## src/rtl/seq_muldiv.sv

```systemverilog
// Iterative signed 16x16 multiply / 16/16 divide (shift-add and restoring), one op at a time.
// Latency: start at edge 0 -> busy from edge 1 -> done pulse at edge WIDTH+2; special divides finish at edge 2.
// Backpressure: start is honoured only in IDLE; pulses while busy or in DONE are dropped, so the pipeline stalls on busy.
//
// Ports:
//   clk, rst_n        clock, asynchronous active-low reset
//   start, op         request (op 0 = signed mul, 1 = signed div), sampled in IDLE only
//   in1, in2          multiplicand/dividend, multiplier/divisor (two's complement)
//   busy, done        busy in RUN/FIX; one-cycle done pulse with results valid
//   result_hi/lo      product[2W-1:W]/[W-1:0], or remainder/quotient
//   div_zero, ovf     divide-by-zero and most-negative / -1 flags, valid with done
module seq_muldiv #(
    parameter int WIDTH = 16,
    parameter int CNT_W = 5
) (
    input  logic             clk,
    input  logic             rst_n,
    input  logic             start,
    input  logic             op,
    input  logic [WIDTH-1:0] in1,
    input  logic [WIDTH-1:0] in2,
    output logic             busy,
    output logic             done,
    output logic [WIDTH-1:0] result_hi,
    output logic [WIDTH-1:0] result_lo,
    output logic             div_zero,
    output logic             ovf
);

    typedef enum logic [1:0] {IDLE, RUN, FIX, DONE} state_t;

    localparam logic [WIDTH-1:0]   ONE_W    = 1;
    localparam logic [2*WIDTH-1:0] ONE_2W   = 1;
    localparam logic [CNT_W-1:0]   ONE_C    = 1;
    localparam logic [CNT_W-1:0]   LAST_CNT = CNT_W'(WIDTH - 1);
    localparam logic [WIDTH-1:0]   MOST_NEG = {1'b1, {(WIDTH-1){1'b0}}};

    state_t             state;
    logic [CNT_W-1:0]   cnt;
    logic               op_q;
    logic               s1_q;
    logic               s2_q;
    logic               spec_q;     // result already set in IDLE, FIX must leave it alone
    logic [WIDTH-1:0]   m_q;        // multiplicand magnitude (mul) or divisor magnitude (div)
    // Accumulator, 2W+1 bits.
    // mul: {carry, partial product hi, multiplier bits shifting out / product lo}
    // div: {partial remainder (W+1), dividend bits shifting out / quotient bits shifting in}
    logic [2*WIDTH:0]   p_q;
    logic [WIDTH-1:0]   res_hi_q;
    logic [WIDTH-1:0]   res_lo_q;
    logic               dz_q;
    logic               ov_q;

    logic [WIDTH-1:0]   abs1;
    logic [WIDTH-1:0]   abs2;
    logic [WIDTH:0]     mul_sum;
    logic [2*WIDTH:0]   mul_next;
    logic [2*WIDTH:0]   div_sh;
    logic [WIDTH+1:0]   div_trial;
    logic [2*WIDTH:0]   div_next;
    logic [2*WIDTH-1:0] prod;
    logic [2*WIDTH-1:0] prod_neg;
    logic [WIDTH-1:0]   quo;
    logic [WIDTH-1:0]   rem;

    always_comb begin
        // Magnitude of the most-negative value wraps to itself, which is the correct unsigned value.
        abs1 = in1[WIDTH-1] ? (~in1 + ONE_W) : in1;
        abs2 = in2[WIDTH-1] ? (~in2 + ONE_W) : in2;

        mul_sum  = {1'b0, p_q[2*WIDTH-1:WIDTH]} + (p_q[0] ? {1'b0, m_q} : {(WIDTH+1){1'b0}});
        mul_next = {1'b0, mul_sum, p_q[WIDTH-1:1]};

        // Shift the remainder/dividend pair left, try subtracting the divisor; a borrow in the
        // top bit means restore (keep the shifted value) and record a 0 quotient bit.
        div_sh    = {p_q[2*WIDTH-1:0], 1'b0};
        div_trial = {1'b0, div_sh[2*WIDTH:WIDTH]} - {2'b00, m_q};
        div_next  = div_trial[WIDTH+1] ? div_sh
                                       : {div_trial[WIDTH:0], div_sh[WIDTH-1:1], 1'b1};

        prod     = p_q[2*WIDTH-1:0];
        prod_neg = ~prod + ONE_2W;
        quo      = p_q[WIDTH-1:0];
        rem      = p_q[2*WIDTH-1:WIDTH];
    end

    always_ff @(posedge clk or negedge rst_n) begin
        if (!rst_n) begin
            state     <= IDLE;
            cnt       <= '0;
            op_q      <= 1'b0;
            s1_q      <= 1'b0;
            s2_q      <= 1'b0;
            spec_q    <= 1'b0;
            m_q       <= '0;
            p_q       <= '0;
            res_hi_q  <= '0;
            res_lo_q  <= '0;
            dz_q      <= 1'b0;
            ov_q      <= 1'b0;
            busy      <= 1'b0;
            done      <= 1'b0;
            result_hi <= '0;
            result_lo <= '0;
            div_zero  <= 1'b0;
            ovf       <= 1'b0;
        end else begin
            // Outputs lag the state by one edge: busy reflects RUN/FIX, done reflects DONE.
            busy <= (state == RUN) || (state == FIX);
            done <= (state == DONE);

            case (state)
                IDLE: begin
                    if (start) begin
                        op_q     <= op;
                        s1_q     <= in1[WIDTH-1];
                        s2_q     <= in2[WIDTH-1];
                        cnt      <= '0;
                        div_zero <= 1'b0;
                        ovf      <= 1'b0;
                        if (op && (in2 == '0)) begin
                            dz_q     <= 1'b1;
                            ov_q     <= 1'b0;
                            spec_q   <= 1'b1;
                            res_lo_q <= '1;
                            res_hi_q <= in1;
                            state    <= FIX;
                        end else if (op && (in1 == MOST_NEG) && (in2 == '1)) begin
                            dz_q     <= 1'b0;
                            ov_q     <= 1'b1;
                            spec_q   <= 1'b1;
                            res_lo_q <= MOST_NEG;
                            res_hi_q <= '0;
                            state    <= FIX;
                        end else begin
                            dz_q   <= 1'b0;
                            ov_q   <= 1'b0;
                            spec_q <= 1'b0;
                            m_q    <= op ? abs2 : abs1;
                            p_q    <= {{(WIDTH+1){1'b0}}, (op ? abs1 : abs2)};
                            state  <= RUN;
                        end
                    end
                end
                RUN: begin
                    p_q <= op_q ? div_next : mul_next;
                    cnt <= cnt + ONE_C;
                    if (cnt == LAST_CNT) begin
                        state <= FIX;
                    end
                end
                FIX: begin
                    if (!spec_q) begin
                        if (op_q) begin
                            res_lo_q <= (s1_q ^ s2_q) ? (~quo + ONE_W) : quo;
                            // Remainder follows the dividend sign (truncating division).
                            res_hi_q <= s1_q ? (~rem + ONE_W) : rem;
                        end else begin
                            {res_hi_q, res_lo_q} <= (s1_q ^ s2_q) ? prod_neg : prod;
                        end
                    end
                    state <= DONE;
                end
                DONE: begin
                    result_hi <= res_hi_q;
                    result_lo <= res_lo_q;
                    div_zero  <= dz_q;
                    ovf       <= ov_q;
                    state     <= IDLE;
                end
                default: state <= IDLE;
            endcase
        end
    end

endmodule

```

## config.mk

```make
export PLATFORM = sky130hd
export DESIGN_NAME = seq_muldiv
export DESIGN_NICKNAME = d
export VERILOG_FILES = /design/src/rtl/seq_muldiv.sv
export SDC_FILE = /design/constraint.sdc
export NUM_CORES = 1
export LEC_CHECK = 0
export CAP_MARGIN = 0
export CORE_ASPECT_RATIO = 1.25
export CORE_MARGIN = 3
export CORE_UTILIZATION = 64
export DETAILED_ROUTE_END_ITERATION = 6
export GPL_ROUTABILITY_DRIVEN = 0
export PLACE_DENSITY_LB_ADDON = 0.2
export SYNTH_ARGS = -nofsm -noshare
export SYNTH_HDL_FRONTEND = slang
export SYNTH_SLANG_ARGS = --single-unit
```

## constraint.sdc

```tcl
create_clock -name clk -period 9.1 [get_ports clk]
set_clock_uncertainty 0.05 [all_clocks]
set_input_delay 2.73 -clock clk [delete_from_list [all_inputs] [get_ports clk]]
set_output_delay 2.73 -clock clk [all_outputs]
set_load 0.01 [all_outputs]
```

Word-level counts from Yosys, hierarchy flattened

Cells that the tools add are included.

Add/sub/neg operators: 8
Equal/unequal tests: 12
Multiplexer cells: 40
Bitwise logic cells: 8
Reduce and logical (&&, ||, !) cells: 16

Operators by type and width:

| operator                                                         | number |
|---|---|
| 16-bit 2-to-1 mux                                                | 17 |
| 32-bit 2-to-1 mux                                                | 6 |
| 16-bit by 1-bit adder with 16-bit output (second input constant) | 4 |
| 16-bit NOT                                                       | 4 |
| 16-bit one-hot mux with 2 select lines                           | 2 |
| 32-bit one-hot mux with 2 select lines                           | 1 |
| 32-bit by 1-bit adder with 32-bit output (second input constant) | 1 |
| 16-bit == test (second input constant)                           | 2 |
| 32-bit NOT                                                       | 1 |
| 17-bit by 16-bit subtractor with 18-bit output                   | 1 |
| 16-bit by 16-bit adder with 17-bit output                        | 1 |
| 16-bit zero test                                                 | 1 |
| 4-bit AND reduction                                              | 3 |
| 5-bit one-hot mux with 2 select lines                            | 1 |
| 2-bit 2-to-1 mux                                                 | 4 |
| 2-bit inequality test (second input constant)                    | 4 |
| 2-bit one-hot mux with 4 select lines                            | 1 |
| 2-bit AND reduction                                              | 4 |
| 2-bit nonzero test                                               | 3 |
| 5-bit by 1-bit adder with 5-bit output (second input constant)   | 1 |
| 5-bit by 4-bit == test with 1-bit output (second input constant) | 1 |
| 1-bit 2-to-1 mux                                                 | 5 |
| 5-bit 2-to-1 mux                                                 | 1 |
| 2-bit == test (second input constant)                            | 2 |
| 9 further kinds                                                  | 13 |

Register bits after elaboration: 129
Output and inout port bits: 36

Longest topological paths before layout

Gate-level depths: netlist of run 1.

Word-level depth: 8
Gate-level depth with buffers: 12
Depth with buffers taken out: 12

Least setup slack after synthesis of run 1

OpenSTA, ideal clock, no wires.

Path kind: input to register
From: in in2[0]
To: reg p_q[27]
Arrival time: 5.045 ns
Setup slack: 3.879 ns
Stages on the path: 10
Path buffers: 0
Cell sequence: inv_1 > ha_1 > or3b_1 > or3_1 > or4b_4 > nand4_4 > a21o_4 > nor2_2 > a22o_1 > a221o_1

Longest elaborated chain between the ends: 4

RTL lines:

| element                                            | RTL line | source |
|---|---|---|
| from (decl)                                        | 21       | `input logic [WIDTH-1:0] in2,` |
| 16-bit == test or 16-bit zero test (tied branches) | 128, 121 |  |
| 1-bit logical AND (on tied branches)               | 128, 121 |  |
| 2-bit inequality test (no source line)             | -        |  |
| 4-bit AND reduction (no source line) (*)           | -        |  |
| to (signal assigned)                               | 140      | `p_q <= {{(WIDTH+1){1'b0}}, (op ? abs1 : abs2)};` |
| to (signal assigned)                               | 146      | `p_q <= op_q ? div_next : mul_next;` |
| to (decl)                                          | 48       | `logic [2*WIDTH:0] p_q;` |

Mark *: on every way between the ends. The rest lies on a longest branch, timed or not.
A chain may end at the register's enable or synchronous reset.

Final worst setup path of run 1

Ends and elaborated chain as after synthesis.

==> impl_metrics.env, run 1 <==
export IMPL_routed_wirelength_um=24700
export IMPL_power_switching_share_pct=44.1
export IMPL_ctsLongestPathBuffers=2
export IMPL_syn_inst=1030
export IMPL_insertedDiodeCount=0
export IMPL_holdBufCountCts=0
export IMPL_synth_edf_count=0
export IMPL_die_h_um=140
export IMPL_period_share_pct=69.4
export IMPL_ir_drop_v=0.000233
export IMPL_layout_nets=1154
export IMPL_tightest_slew_ns=1.25
export IMPL_hp_class="reg -> reg"
export IMPL_required_ns=9.36
export IMPL_final_hold_viol_count=0
export IMPL_dp_hpwl_um=17800
export IMPL_synth_nets=1111
export IMPL_finalPower_w=0.00399
export IMPL_port_buffer_count=71
export IMPL_drtIter0Drc=836
export IMPL_grt_pass1_wl_um=40400
export IMPL_initial_utilization_pct=66.1
export IMPL_r2r_setup_slack_ns=5.00
export IMPL_fmax_mhz=158
export IMPL_post_cts_resized=0
export IMPL_status="finished, final reports clean"
export IMPL_fin_area_um2=10600
export IMPL_dieWidth_um=113
export IMPL_pin_count=72
export IMPL_avgSynthCellArea_um2=8.95
export IMPL_syn2layout_area_growth_pct=15.1
export IMPL_synth_area_um2=9210
export IMPL_synth_seq_cells=129
export IMPL_cp_start_kind="primary input"
export IMPL_cts_sinks=129
export IMPL_grt_pass1_vias=7869
export IMPL_post_route_min_period_ns=6.32
export IMPL_antenna_found_initial=0
export IMPL_route_antenna_remaining_nets=0
export IMPL_die_area_um2=15900
export IMPL_power_density_nw_per_um2=376
export IMPL_crit_start="in2[0]"
export IMPL_seq_power_share_pct=25.9
export IMPL_h_tree_depth=4
export IMPL_synth_seq_area_share_pct=35.0
export IMPL_n_fill_cell=1002
export IMPL_maxCapViolCount=0
export IMPL_end_kind="flop"
export IMPL_drt_wirelength_per_cell_um=19.6
export IMPL_whs_path_depth=1
export IMPL_p_switching_w=0.00176
export IMPL_vias_per_cell=6.48
export IMPL_vias=8170
export IMPL_maxSlewHeadroom_pct=16.8
export IMPL_core_area_um2=13900
export IMPL_place_area_um2=9960
export IMPL_leakagePower_nw=4.61
export IMPL_drtPass1Iterations=5
export IMPL_rsz0062_at_grt="no"
export IMPL_r2r_end="p_q[31]"
export IMPL_tns_ns=0
export IMPL_ys_types=74
export IMPL_grt_max_degree=82
export IMPL_r2r_cells=11
export IMPL_grt_remaining_overflow=0
export IMPL_grt_use_total_pct=31.8
export IMPL_clk_pin_slew_ns=0.06
export IMPL_critPathArrivalTime_ns=6.57
export IMPL_ys_warn_count=0
export IMPL_synthArstFlopShare_pct=100
export IMPL_crit_type="in -> reg"
export IMPL_drc_errors=0
export IMPL_cp_max_fo=31
export IMPL_cts_buffers=17
export IMPL_pwr_share_comb_pct=55.4
export IMPL_r2r_start="p_q[0]"
export IMPL_clock_root_buffer="clkbuf_16"
export IMPL_setup_viol=0
export IMPL_row_count=48
export IMPL_clkPwrFrac_pct=18.7
export IMPL_final_layout_size_suffix_gt1_share_pct=12.1
export IMPL_endpoint="p_q[27]"
export IMPL_synth_flop_cell="dfrtp_1"
export IMPL_drv_slew=0
export IMPL_internal_power_w=0.00223
export IMPL_clock_latency_ns=0.42
export IMPL_post_cts_buffers=0
export IMPL_cts_tree="built"
export IMPL_fin_util_pct=76.1
==> placed cells by master (no fill, tap or decap), types with 21 or more instances in the layout <==
cell type | netlist | final
xor2_1 | 37 | 37
a21o_1 | 22 | 22
xnor2_1 | 43 | 43
dfrtp_1 | 129 | 129
nor2_1 | 77 | 77
inv_1 | 40 | 40
nand2_1 | 88 | 88
ha_1 | 43 | 43
a21oi_1 | 81 | 81
a211oi_1 | 23 | 23
a22oi_1 | 21 | 21
clkdlybuf4s50_1 | 0 | 69
o21ai_0 | 96 | 96
mux2_2 | 55 | 55
==> registers in the layout, indices dropped and copies added (netlist names) <==
name	flops
res_hi_q	16
op_q	1
busy	1
state	2
spec_q	1
m_q	16
done	1
ov_q	1
cnt	5
div_zero	1
res_lo_q	16
dz_q	1
result_lo	16
p_q	32
s1_q	1
ovf	1
result_hi	16
s2_q	1
==> synthesized netlist by cell type, types with 18 or more instances <==
library cell,count,area (µm²)
nand2_1,88,330
nor2_1,77,289
dfrtp_1,129,3230
o21ai_0,96,480
xnor2_1,43,377
ha_1,43,538
mux2_2,55,619
inv_1,40,150
a21o_1,22,165
xor2_1,37,324
clkbuf_1,38,143
a22oi_1,21,158
a21oi_1,81,405
mux2i_1,18,180
nor3_1,19,95.1
a211oi_1,23,173
==> worst min path at each step <==
stage	endpoint	start
finish	res_lo_q[4]	res_lo_q[4]
global route	res_lo_q[15]	res_lo_q[15]
CTS	res_lo_q[4]	res_lo_q[4]
detailed placement	res_lo_q[3]	res_lo_q[3]
global placement	res_lo_q[11]	res_lo_q[11]
floorplan	res_lo_q[15]	res_lo_q[15]
==> final cells by class <==
class	instances	area, µm²	share of cell area, %
clock inverter	14	204	1.92
timing repair buffer	79	763	7.20
tap	175	219	2.06
inverter	42	158	1.49
sequential	129	3230	30.4
multi-input combinational	804	5590	52.7
clock buffer	18	439	4.14
==> power by group through the flow <==
stage	combinational (W)	clock [W]	sequential (W)
6_report	0.00221	0.000744	0.00103
5_1_grt	0.00243	0.000776	0.00107
4_1_cts	0.00218	0.000750	0.00103
3_5_place_dp	0.00215	0	0.00103
3_3_place_gp	0.00210	0	0.00102
2_1_floorplan	0.00165	0	0.000977
==> logic make-up (layout without fill, tap and decap cells) <==
group                      Yosys count  count (layout)  share of synthesized area, %
DFF                                129             129                          35.0
and+or+nand+nor                    279             279                          15.0
muxes                               73              73                          8.68
buffers and inverters               97             153                          4.35
adders and majority gates           45              45                          6.27
AOI/OAI and AO/OA                  327             327                          23.0
xor gates and xnor gates            80              80                          7.60
==> layer usage <==
layer / global-route usage [%] / share of wire (%) / vias up
met5: 0 / 0 / -
met4: 16.1 / 4.5 / 0
met3: 4.32 / 7.4 / 75
met2: 52.1 / 48 / 369
met1: 41.3 / 40 / 3879
li1: - / - / 3847
==> through the flow <==
stage                     cells  hold slack, ns  worst slack, ns
after floorplan            1030           0.394             3.88
after global placement     1229           0.405             2.48
after detailed placement   1229           0.414             2.40
after CTS                  1261           0.428             2.82
after global routing       1261           0.447             2.51
final                      1261           0.425             2.78
==> worst max-delay path, stage by stage <==
cell and delay, ns:
clkdlybuf4s50_1 0.49, inv_1 0.12, ha_1 0.16, or3b_1 0.42
or3_1 0.44, or4b_4 0.65, nand4_4 0.32, o21ai_2 0.42
nand3_2 0.39, nor2_1 0.09, a221o_1 0.34
Power figures use the tool's default switching activity.
==> run 2, diff against run 1 <==
CORE_UTILIZATION = 54   (was 64)
clock period = 5.1 ns   (was 9.1 ns; I/O delays follow)
==> run 2 against run 1 <==
Against the previous run: flip-flop and latch count did not move; highest routed layer unchanged; utilization fell by 11 points; critical endpoint is now res_lo_q[15]; setup slack got worse by 2.2 ns; sequential power rose by 81%; via count fell by 1.6%; non-clock buffer count rose by 16; hold slack got worse by 0.0053 ns; wire length rose by 0.48%; combinational power rose by 78%; critical path depth rose by 1; largest cell class unchanged.
==> impl_metrics.env, run 2 (same netlist as run 1, synthesis figures left out) <==
export IMPL_syn2layout_area_growth_pct=17.1
export IMPL_die_area_um2=18700
export IMPL_r2r_start="p_q[0]"
export IMPL_cts_buffers=17
export IMPL_final_layout_size_suffix_gt1_share_pct=13.4
export IMPL_holdBufCountCts=0
export IMPL_final_common_cell="dfrtp_1"
export IMPL_h_tree_depth=4
export IMPL_power_density_nw_per_um2=657
export IMPL_cp_cell_sequence="clkdlybuf4s50_1 > inv_1 > ha_1 > or4b_1 > or3_1 > nand3b_1 > and2_4 > nor2_2 > o21ai_4 > buf_12 > a21oi_1 > a21o_1"
export IMPL_layout_nets=1170
export IMPL_cp_start_kind="primary input"
export IMPL_crit_start="in1[1]"
export IMPL_cp_top_family="simple AND/OR/NAND/NOR gates"
export IMPL_post_cts_resized=0
export IMPL_slowest_stage="or4b_1"
export IMPL_initial_utilization_pct=56.0
export IMPL_grt_pass1_wl_um=40000
export IMPL_post_route_min_period_ns=4.55
export IMPL_pin_count=72
export IMPL_n_fill_cell=1400
export IMPL_max_stage_delay_ns=0.54
export IMPL_tns_ns=0
export IMPL_leakagePower_nw=4.68
export IMPL_grt_remaining_overflow=0
export IMPL_crit_cells=12
export IMPL_antenna_found_initial=0
export IMPL_clk_pin_slew_ns=0.06
export IMPL_final_hold_viol_count=0
export IMPL_clock_latency_ns=0.43
export IMPL_drtPass1Iterations=5
export IMPL_largest_reg_flops=32
export IMPL_vias_per_cell=6.10
export IMPL_critPathArrivalTime_ns=4.86
export IMPL_tightest_slew_ns=0.906
export IMPL_maxSlewHeadroom_pct=39.4
export IMPL_rsz0062_at_grt="no"
export IMPL_post_cts_buffers=0
export IMPL_drc_errors=0
export IMPL_route_antenna_remaining_nets=0
export IMPL_grt_pass1_vias=7584
export IMPL_crit_type="in -> reg"
export IMPL_clock_root_buffer="clkbuf_16"
export IMPL_ctsLongestPathBuffers=2
export IMPL_finalPower_w=0.00709
export IMPL_required_ns=5.41
export IMPL_maxCapViolCount=0
export IMPL_row_count=52
export IMPL_core_area_um2=16500
export IMPL_endpoint="res_lo_q[15]"
export IMPL_r2r_end="p_q[31]"
export IMPL_fmax_mhz=220
export IMPL_port_buffer_count=71
export IMPL_drtIter0Drc=643
export IMPL_hp_class="reg -> reg"
export IMPL_setup_viol=0
export IMPL_insertedDiodeCount=0
export IMPL_cp_num_buf_inv=3
export IMPL_vias=8039
export IMPL_cp_max_fo=50
export IMPL_r2r_setup_slack_ns=1.53
export IMPL_period_share_pct=89.2
export IMPL_ir_drop_v=0.000366
export IMPL_dp_hpwl_um=18500
export IMPL_cts_sinks=129
export IMPL_die_h_um=152
export IMPL_routed_wirelength_um=24800
export IMPL_end_kind="flop"
export IMPL_final_cell_mix="dfrtp_1 (129), o21ai_0 (96), nand2_1 (88), a21oi_1 (81), nor2_1 (77)"
export IMPL_grt_max_degree=66
export IMPL_drv_slew=0
export IMPL_dieWidth_um=123
export IMPL_grt_use_total_pct=27.1
export IMPL_cts_tree="built"
export IMPL_status="finished, final reports clean"
export IMPL_top_register="p_q"
export IMPL_drt_wirelength_per_cell_um=18.8
export IMPL_r2r_cells=12
==> run 2: cell types whose count changed in the layout (fill, tap and decap cells not counted) <==
cell	change
buf_6	+1
clkinv_8	+1
clkinv_2	-1
ha_2	+1
buf_12	+2
buf_4	+13
clkbuf_8	-1
bufinv_16	-1
inv_6	+2
ha_1	-1
==> run 2: worst min path at each step <==
stage | slack [ns] | cells past startpoint | endpoint | from
after global placement | 0.41 | 1 | res_lo_q[15] | res_lo_q[15]
after CTS | 0.43 | 1 | res_lo_q[9] | res_lo_q[9]
after global routing | 0.44 | 1 | res_lo_q[11] | res_lo_q[11]
after detailed placement | 0.41 | 1 | res_lo_q[9] | res_lo_q[9]
after floorplan | 0.39 | 1 | res_lo_q[15] | res_lo_q[15]
final | 0.42 | 1 | res_lo_q[9] | res_lo_q[9]
==> run 2: worst reg2reg max path, cell delays in order, from the launching register on <==
cell and delay (ns):
dfrtp_1 0.57, inv_1 0.16, buf_4 0.23, nor2_1 0.12, ha_1 0.27, or2_2 0.33
a21oi_1 0.16, a21oi_1 0.11, a221oi_1 0.43, o21ai_0 0.21, a2111oi_0 0.52, nor4_1 0.09
a22o_1 0.19
==> run 2: routing by layer <==
layer  wire length, µm  global-route usage (%)  vias up
met5                 0                       0        -
met4              1090                    12.3        0
met3              1440                    5.09       62
met2             11400                    41.3      274
met1             10800                    37.4     3829
li1                  -                       -     3874
==> run 2: power breakdown <==
| group | switching [W] | leakage, nW | total (W) | internal (W) |
|---|---|---|---|---|
| Sequential | 0.000436 | 1.67 | 0.00186 | 0.00143 |
| Combinational | 0.00218 | 2.72 | 0.00394 | 0.00175 |
| Clock | 0.000507 | 0.300 | 0.00129 | 0.000784 |
==> run 2: area by class of cell <==
| type | instances | area [µm²] | share of cell area (%) |
|---|---|---|---|
| Multi-Input combinational cell | 804 | 5600 | 51.8 |
| Timing Repair Buffer | 95 | 912 | 8.45 |
| Inverter | 42 | 158 | 1.46 |
| Tap cell | 216 | 270 | 2.50 |
| Clock buffer | 17 | 425 | 3.94 |
| Sequential cell | 129 | 3230 | 29.9 |
| Clock inverter | 15 | 203 | 1.88 |
==> run 2: metrics by stage <==
stage	hold slack (ns)	area, µm²	util [%]	instances	setup slack (ns)
detailed placement	0.412	10200	61.7	1286	0.182
global route	0.442	10800	65.6	1318	0.426
CTS	0.425	10800	65.6	1318	0.597
floorplan	0.394	9210	-	1030	1.08
global placement	0.407	10200	61.7	1286	0.234
finish	0.419	10800	65.6	1318	0.552
==> run 3, diff against run 2 <==
SLEW_MARGIN = 0   (was default)
==> results of run 3 <==
No change in the layout: final DEF, timing and power equal those of run 2.
